`src/rtl/sobel_pkg.sv`:
```
// sobel_pkg
//   Shared definitions for the Sobel custom-instruction feeder: pixel and
//   magnitude widths, the number of pixels packed per custom-instruction
//   operand pair, and the feeder FSM state encoding.
//   Optional feature macro used by the importing files: SOBEL_FEEDER_THRESH_EN.
package sobel_pkg;

  localparam int PIX_PER_WORD = 8;   // pixels per custom-instruction call
  localparam int PIX_W        = 8;   // grayscale pixel width
  localparam int MAG_W        = 4;   // Sobel magnitude width in ci_result
  localparam int WORD_W       = 32;  // custom-instruction operand width

  typedef enum logic [1:0] {
    ST_FILL  = 2'd0,
    ST_ISSUE = 2'd1,
    ST_WAIT  = 2'd2,
    ST_DRAIN = 2'd3
  } state_t;

endpackage

```
`src/rtl/sobel_nibble_expand.sv`:
```
// sobel_nibble_expand
//   Combinational selection of one 4-bit magnitude from the packed
//   custom-instruction result and its expansion to an 8-bit output pixel.
//   Default build: the nibble is replicated ({n,n}), so 0xF -> 0xFF.
//   With SOBEL_FEEDER_THRESH_EN defined: the pixel is binarised,
//   0xFF when nibble >= THRESH, 0x00 otherwise.
// Ports
//   res  in  32  packed magnitudes, nibble k at res[4k+3:4k]
//   sel  in  3   nibble index k
//   pix  out 8   expanded output pixel
module sobel_nibble_expand
  import sobel_pkg::*;
#(
  parameter logic [MAG_W-1:0] THRESH = 4'd8
) (
  input  logic [WORD_W-1:0] res,
  input  logic [2:0]        sel,
  output logic [PIX_W-1:0]  pix
);

  function automatic logic [PIX_W-1:0] expand(input logic [MAG_W-1:0] n);
`ifdef SOBEL_FEEDER_THRESH_EN
    return (n >= THRESH) ? {PIX_W{1'b1}} : {PIX_W{1'b0}};
`else
    return {n, n};
`endif
  endfunction

`ifndef SOBEL_FEEDER_THRESH_EN
  // THRESH only matters in the threshold build; fold it into a dead sink.
  logic unused_thresh;
  assign unused_thresh = ^THRESH;
`endif

  logic [MAG_W-1:0] nib;

  always_comb begin
    nib = res[sel*MAG_W +: MAG_W];
    pix = expand(nib);
  end

endmodule

```
`src/rtl/sobel_ci_feeder.sv`:
```
// sobel_ci_feeder
//   Collects eight raster-order grayscale pixels, hands them to the Sobel
//   custom instruction as two packed 32-bit operands, waits for completion,
//   then streams the eight returned 4-bit magnitudes out as 8-bit pixels.
//   Optional feature macro: SOBEL_FEEDER_THRESH_EN (binarise output pixels
//   against THRESH instead of nibble replication).
// Parameters
//   LINE_WIDTH  pixels per image line, multiple of 8
//   THRESH      binarisation threshold (threshold build only)
// Ports
//   clock, reset (async, active-low)
//   pix_in/pix_in_valid/pix_in_ready       input pixel stream
//   ci_dataa/ci_datab                      pixels 0-3 / 4-7, byte 0 first
//   ci_clock_en/ci_start                   custom-instruction control
//   ci_done/ci_result                      completion and packed magnitudes
//   pix_out/pix_out_valid/pix_out_ready    output pixel stream
//   line_end                               last output pixel of a line
//   busy                                   a group is partially/fully in flight
module sobel_ci_feeder
  import sobel_pkg::*;
#(
  parameter int               LINE_WIDTH = 64,
  parameter logic [MAG_W-1:0] THRESH     = 4'd8
) (
  input  logic              clock,
  input  logic              reset,
  input  logic [PIX_W-1:0]  pix_in,
  input  logic              pix_in_valid,
  output logic              pix_in_ready,
  output logic [WORD_W-1:0] ci_dataa,
  output logic [WORD_W-1:0] ci_datab,
  output logic              ci_clock_en,
  output logic              ci_start,
  input  logic              ci_done,
  input  logic [WORD_W-1:0] ci_result,
  output logic [PIX_W-1:0]  pix_out,
  output logic              pix_out_valid,
  input  logic              pix_out_ready,
  output logic              line_end,
  output logic              busy
);

  localparam int GROUPS = LINE_WIDTH / PIX_PER_WORD;
  localparam int GRP_W  = (GROUPS > 1) ? $clog2(GROUPS) : 1;
  localparam logic [GRP_W-1:0] GRP_LAST = GRP_W'(GROUPS - 1);

  state_t             state;
  logic [2:0]         fill_cnt;
  logic [2:0]         out_cnt;
  logic [GRP_W-1:0]   grp_cnt;
  logic [WORD_W-1:0]  res_q;
  logic [PIX_W-1:0]   exp_pix;

  always_ff @(posedge clock or negedge reset) begin
    if (!reset) begin
      state    <= ST_FILL;
      fill_cnt <= '0;
      out_cnt  <= '0;
      grp_cnt  <= '0;
      res_q    <= '0;
      ci_dataa <= '0;
      ci_datab <= '0;
    end else begin
      case (state)
        ST_FILL: begin
          // pix_in_ready is 1 throughout FILL, so valid alone is a handshake.
          if (pix_in_valid) begin
            if (!fill_cnt[2])
              ci_dataa[fill_cnt[1:0]*PIX_W +: PIX_W] <= pix_in;
            else
              ci_datab[fill_cnt[1:0]*PIX_W +: PIX_W] <= pix_in;
            fill_cnt <= fill_cnt + 3'd1;  // wraps 7 -> 0 on the last pixel
            if (fill_cnt == 3'd7)
              state <= ST_ISSUE;
          end
        end
        ST_ISSUE: state <= ST_WAIT;
        ST_WAIT: begin
          if (ci_done) begin
            res_q <= ci_result;
            state <= ST_DRAIN;
          end
        end
        ST_DRAIN: begin
          if (pix_out_ready) begin
            out_cnt <= out_cnt + 3'd1;
            if (out_cnt == 3'd7) begin
              state   <= ST_FILL;
              grp_cnt <= (grp_cnt == GRP_LAST) ? '0 : grp_cnt + GRP_W'(1);
            end
          end
        end
        default: state <= ST_FILL;
      endcase
    end
  end

  sobel_nibble_expand #(
    .THRESH (THRESH)
  ) u_expand (
    .res (res_q),
    .sel (out_cnt),
    .pix (exp_pix)
  );

  // Outputs decode directly from the state register; operands stay frozen
  // outside FILL because only FILL writes them.
  assign pix_in_ready  = (state == ST_FILL);
  assign ci_start      = (state == ST_ISSUE);
  assign ci_clock_en   = (state == ST_ISSUE) || (state == ST_WAIT);
  assign pix_out_valid = (state == ST_DRAIN);
  assign pix_out       = (state == ST_DRAIN) ? exp_pix : '0;
  assign line_end      = (state == ST_DRAIN) && (out_cnt == 3'd7) && (grp_cnt == GRP_LAST);
  assign busy          = (state != ST_FILL) || (fill_cnt != 3'd0);

endmodule

```
`config.mk`:
```
export PLATFORM = sky130hd
export DESIGN_NAME = sobel_ci_feeder
export DESIGN_NICKNAME = d
export VERILOG_FILES = /design/src/rtl/sobel_pkg.sv /design/src/rtl/sobel_nibble_expand.sv /design/src/rtl/sobel_ci_feeder.sv
export SDC_FILE = /design/constraint.sdc
export NUM_CORES = 1
export LEC_CHECK = 0
export CAP_MARGIN = 20
export CORE_MARGIN = 2
export CORE_UTILIZATION = 44
export CTS_CLUSTER_DIAMETER = 150
export DETAILED_ROUTE_END_ITERATION = 12
export PLACE_DENSITY = 0.77
export SYNTH_ARGS = -nofsm -noshare
export SYNTH_HDL_FRONTEND = slang
export SYNTH_SLANG_ARGS = --single-unit
```
`constraint.sdc`:
```
create_clock -name clock -period 1.8 [get_ports clock]
set_input_delay 0.27 -clock clock [delete_from_list [all_inputs] [get_ports clock]]
set_output_delay 0.27 -clock clock [all_outputs]
set_load 0.01 [all_outputs]
```
* Yosys cells after proc, flatten, opt, wreduce, memory -nomap -nowiden
Cells that the tools add are included.
** Cells by class
- Multiplexer cells :: 10
- Multiply operators :: 0
- Shifts and indexed selects :: 3
- Add/subtract/negate cells :: 4
- Equal/unequal tests :: 11
- Divide/modulo/power cells :: 0
- Reductions and logical operators :: 14
- $lt $le $gt $ge :: 0
- Bitwise logic cells :: 1
** Operator list (number)
- $bwmux W32 :: 2
- $neg A5 Y34 :: 1
- $shift A8 B34 Y32 const A :: 1
- $shiftx A8 B34 Y32 :: 1
- $shiftx A32 B6 Y4 :: 1
- $mux W2 :: 5
- $add A3 B1 Y3 const B :: 3
- $eq A3 B3 Y1 const B :: 3
- $reduce_and A3 Y1 :: 3
- $mux W8 :: 1
- $pmux W2 S4 :: 1
- $ne A2 B1 Y1 const B :: 3
- $reduce_and A2 Y1 :: 3
- $reduce_and A5 Y1 :: 1
- $eq A2 B2 Y1 const B :: 2
- $ne A2 B2 Y1 const B :: 2
- $mux W3 :: 1
- $reduce_bool A3 Y1 :: 1
- $eq A2 B1 Y1 const B :: 1
- $logic_and A1 B1 Y1 :: 2
- $logic_not A2 Y1 :: 1
- $logic_or A1 B1 Y1 :: 2
- $reduce_bool A2 Y1 :: 1
- $not A1 Y1 :: 1
** Storage, ports and cells
- Latch bits :: 0
- Output and inout port bits :: 78
- Memory bits (writable) :: 0
- Word-level logic and storage cells :: 50
- Bits in read-only memories :: 0
- Input bits :: 45
- Memories :: 0
- Register bits :: 107

* Longest topological paths before layout
- Depth in word-level cells :: 4
- Mapped depth :: 7
- Mapped depth without buffers :: 5

* Hierarchy
Synthesis repeated with hierarchy kept, for this count alone.
** Second synthesis, totals
- Cell total of the unflattened synthesis :: 394
- Area, all modules :: 4677.0 um^2
** By module, submodules not included
- sobel_ci_feeder :: cells an instance 376, instances 1, area an instance 4376.7 um^2, seq. area each 2677.6 um^2
- sobel_nibble_expand :: cells an instance 18, instances 1, area an instance 300.3 um^2, seq. area each 0.0 um^2

* Worst setup path after synthesis
No wires, ideal clock.
- Path kind :: reg-to-output
- Start :: reg out_cnt[1]
- End :: out pix_out[4]
- Data required time :: 1.530 ns
- Path buffers :: 2
- Data arrival time :: 1.452 ns
- Path slack :: 0.078 ns
- Stages on the path, launching flop included :: 6
- Path through :: dfrtp_1 buf_2 mux4_2 mux2i_1 nor2_1 buf_4
** On the way
- Longest elaborated chain between the ends :: 2
** RTL lines
- start, declared :: line sobel_ci_feeder.sv:49 : logic [2:0] out_cnt;
- start signal, assigned :: line sobel_ci_feeder.sv:86 : out_cnt <= out_cnt + 3'd1;
- $shiftx A32 B6 Y4 :: line sobel_nibble_expand.sv:38 : nib = res[sel*MAG_W +: MAG_W];
- $mux W8 :: line sobel_ci_feeder.sv:112 : assign pix_out = (state == ST_DRAIN) ? exp_pix : '0;
- end, declared :: line sobel_ci_feeder.sv:36 : output logic [PIX_W-1:0] pix_out,
Every way passes these cells.

* Worst setup path in the final report
- Start :: reg out_cnt[1]
- End :: out line_end
** On the way
- Longest elaborated chain between the ends :: 3
** RTL lines
- $eq A3 B3 Y1 :: line sobel_ci_feeder.sv:113 : assign line_end = (state == ST_DRAIN) && (out_cnt == 3'd7) && (grp_cnt == GRP_LAST);
- $logic_and A1 B1 Y1 (2 in a row) :: line sobel_ci_feeder.sv:113
- end, declared :: line sobel_ci_feeder.sv:39 : output logic line_end,
Every way passes these cells.

==> summary.md <==
| Metric | Value |
|---|---|
| Final min period | 2.051 ns |
| Core Region | 10230 um2 |
| Number of max-cap violations | 0 |
| Endpoint arrival time on the critical path | 1.78 ns |
| Antenna-violating nets left | 0 |
| Number of enable flip-flop cells after synthesis | 0 |
| Drt total wl | 11240 um |
| Total power density per cell area | 1540 nW/um2 |
| Static leakage | 2.780 nW |
| Clock Tree Buf Depth | 2 |
| Peak supply drop | 0.0006838 V |
| Nets | 597 |
| Required time at the worst-slack endpoint | 1.53 ns |
| Number of DRC markers after the initial detailed-route iteration | 130 |
| Number of cells after detailed placement | 655 |
| Final routed DRC violation total | 0 |
| Post-synthesis net count | 457 |
| Syn Inst Count | 397 |
| Via count of the first global-routing pass | 3583 |
| Die area | 11240 um2 |
| Element type at the critical path start | flip-flop |
| Width of the die | 106.0 um |
| Total of flip-flops plus latches after synthesis | 107 |
| Prevailing post-synth register cell | sky130_fd_sc_hd__dfrtp_1 |
| Placement row count | 37 |
| Crit Path Category | flip-flop to primary output |
| CTS tree | built |
| Capturing element type of the critical path | primary output |
| Reg2Reg Launch Point | out_cnt[1] |
| Launching element of the worst setup path | out_cnt[1] |
| Total CTS buffers | 9 |
| First-pass GRT wire length | 18120 um |
| Syn avg cell area | 11.54 um2 |
| Proportion of synthesized chip area in sequential cells | 0.5845 |
| Minimum hold slack | 0.3886 ns |
| Netlist area before placement | 4581 um2 |
| 1st-pass router iterations | 4 |
| Synth area leader | sky130_fd_sc_hd__dfrtp_1 |
| Share of the synthesized area in the top cell type | 0.5845 |
| Count of final hold-check violations | 0 |
| Global routing usage summed across all routing layers | 0.2076 |
| Count of non-filler cells in the finished layout | 678 |
| Final instance area | 6412 um2 |
| Cell types with the largest area share after synthesis | sky130_fd_sc_hd__dfrtp_1 (58%), sky130_fd_sc_hd__mux2_2 (9.1%), sky130_fd_sc_hd__nand2_1 (8.3%) |
| Violations in the final reports | negative setup slack |
| Chip Height | 106.0 um |
| Clock-pin slew of the registers on the worst-case setup and hold paths | 0.11 ns |
| Max-Slew Margin vs Limit | 0.6951 |
| Io pins | 123 |
| Skew-Pair Late Insertion Delay | 0.36 ns |
| Diodes inserted | 0 |
| Number of vias after detailed routing | 3465 |
| HPWL after DPL | 8125 um |
| Final setup skew | 0.01704 ns |
| Worst-path maximum fanout | 4 |
| Fraction of final layout cells with drive strength greater than 1 | 0.2177 |
| Number of buffers added on ports | 122 |
| Share of synthesized flip-flops with an asynchronous set or reset | 1.000 |
| Gr ovfl total | 0 |
| Initial core utilization | 0.4477 |
| Number of fill cells | 810 |
| Dpl cell area | 6077 um2 |
| Routed WL per cell | 16.58 um |
| Post-layout util | 0.6268 |
| Class of the tightest hold or removal check | input port to asynchronous set/reset pin |
| Syn-to-layout area delta | 39.99% |
| Unrepaired setup endpoints after global routing | true |
| Sink Count | 107 |
| Synth top cells by count | sky130_fd_sc_hd__dfrtp_1 (107), sky130_fd_sc_hd__nand2_1 (101), sky130_fd_sc_hd__o21ai_0 (61) |
| Initial antenna violation count | 0 |
| Largest net degree at the start of global routing | 40 |
| Most numerous cell in the Yosys netlist | sky130_fd_sc_hd__dfrtp_1 |
| Weighted congestion reported at the end of routability-driven placement | 0.8278 |
| Via density per instance | 5.111 |
| Yosys warning total | 0 |
| Least-Margin Pin Slew | 0.4574 ns |
| Number of H-tree levels | 3 |
| Number of distinct standard cells referenced by the synthesized netlist | 29 |
| Root buffer cell | sky130_fd_sc_hd__clkbuf_8 |
| Fin crit share | 1.139 |
| Run status | finished with violations |
| Finish-stage setup viols | 11 |
| Fmax | 487.7 MHz |
| Final Max Tran Viols | 0 |
| Min setup slack post-route | -0.2506 ns |
[path summary, 6_finish.rpt]
kind                       slack, ns           end  cells after the start
max                            -0.25      line_end                      7
min                             0.39      state[0]                      2
max reg2reg                    -0.17      state[1]                      8
min reg2reg                     0.49  ci_dataa[22]                      2
max in group asynchronous       0.84    out_cnt[1]                      3
min in group clock              0.49  ci_dataa[22]                      2
[flip-flops by register name, summed over array words and instances, names as in the netlist]
name      flops
grp_cnt       3
ci_datab     32
state         2
fill_cnt      3
res_q        32
ci_dataa     32
out_cnt       3
[metrics by stage]
| step | total power, mW | worst slack [ns] | setup TNS [ns] |
|---|---|---|---|
| floorplan | 6.083 | 0.07791 | 0 |
| finish | 9.874 | -0.2506 | -2.351 |
| CTS | 9.844 | -0.3021 | -2.425 |
| global route | 10.50 | -0.3198 | -3.155 |
| detailed placement | 8.037 | -0.1913 | -1.342 |
| global placement | 7.849 | -0.1524 | -1.182 |
[routing by layer]
metal | global-route usage | share of wire | up-vias
met3 | 0.06928 | 0.088 | 8
met4 | 0.06485 | 0.0072 | 0
li1 | - | - | 1634
met2 | 0.3355 | 0.48 | 132
met1 | 0.2661 | 0.43 | 1691
met5 | 0 | 0 | -
[critical path, cell delays in order, from the launching register on]
cell and delay (ns):
sky130_fd_sc_hd__dfrtp_2 0.45, sky130_fd_sc_hd__clkbuf_16 0.16, sky130_fd_sc_hd__buf_4 0.13, sky130_fd_sc_hd__buf_6 0.11, sky130_fd_sc_hd__ha_4 0.15, sky130_fd_sc_hd__ha_4 0.16
sky130_fd_sc_hd__and3_4 0.14, sky130_fd_sc_hd__buf_6 0.11
[cell families after synthesis]
| logic type | synth area share |
|---|---|
| AND/OR/NAND/NOR | 0.1213 |
| flip-flops | 0.5845 |
| adder cells (fa/ha/maj) | 0.04097 |
| AO/OA/AOI/OAI | 0.07484 |
| multiplexers | 0.1437 |
| XOR/XNOR | 0.003825 |
| buffers and inverters | 0.03087 |
[cells in the final DEF (no fill, tap or decap), types with 8 or more instances in the layout]
master,synthesis,final
sky130_fd_sc_hd__dfrtp_1,107,106
sky130_fd_sc_hd__o21ai_1,4,9
sky130_fd_sc_hd__mux2_2,37,38
sky130_fd_sc_hd__ha_1,15,10
sky130_fd_sc_hd__buf_4,5,24
sky130_fd_sc_hd__o21ai_0,61,56
sky130_fd_sc_hd__clkdlybuf4s50_1,0,107
sky130_fd_sc_hd__nand2_1,101,100
sky130_fd_sc_hd__mux4_2,8,8
sky130_fd_sc_hd__buf_2,8,8
sky130_fd_sc_hd__clkbuf_8,0,9
[final cells by class]
type                    count  area [um2]  area share
clock buffers               9       123.9     0.01932
clock inverters             7       116.4     0.01815
inverters                   7       26.28    0.004098
multi-input cells         260        1832      0.2857
flip-flops and latches    107        2679      0.4178
well taps                 136       170.2     0.02654
repair buffers            152        1465      0.2285
[timing repair]
action	4_1_cts	5_1_grt
cloned	1	0
hold endpoints to repair	30	0
setup buffers	2	3
pin swaps	1	2
resized for setup	55	17
hold buffers	1	0
endpoints found under the setup margin	15	44
[where the power goes]
part	switching (mW)	total, mW	leakage [nW]	internal [mW]
sequential	0.556	3.80	1.40	3.24
clock	0.882	1.71	0.121	0.825
combinational	1.91	4.37	1.26	2.46
No activity file was read; power rests on OpenSTA's default activity.
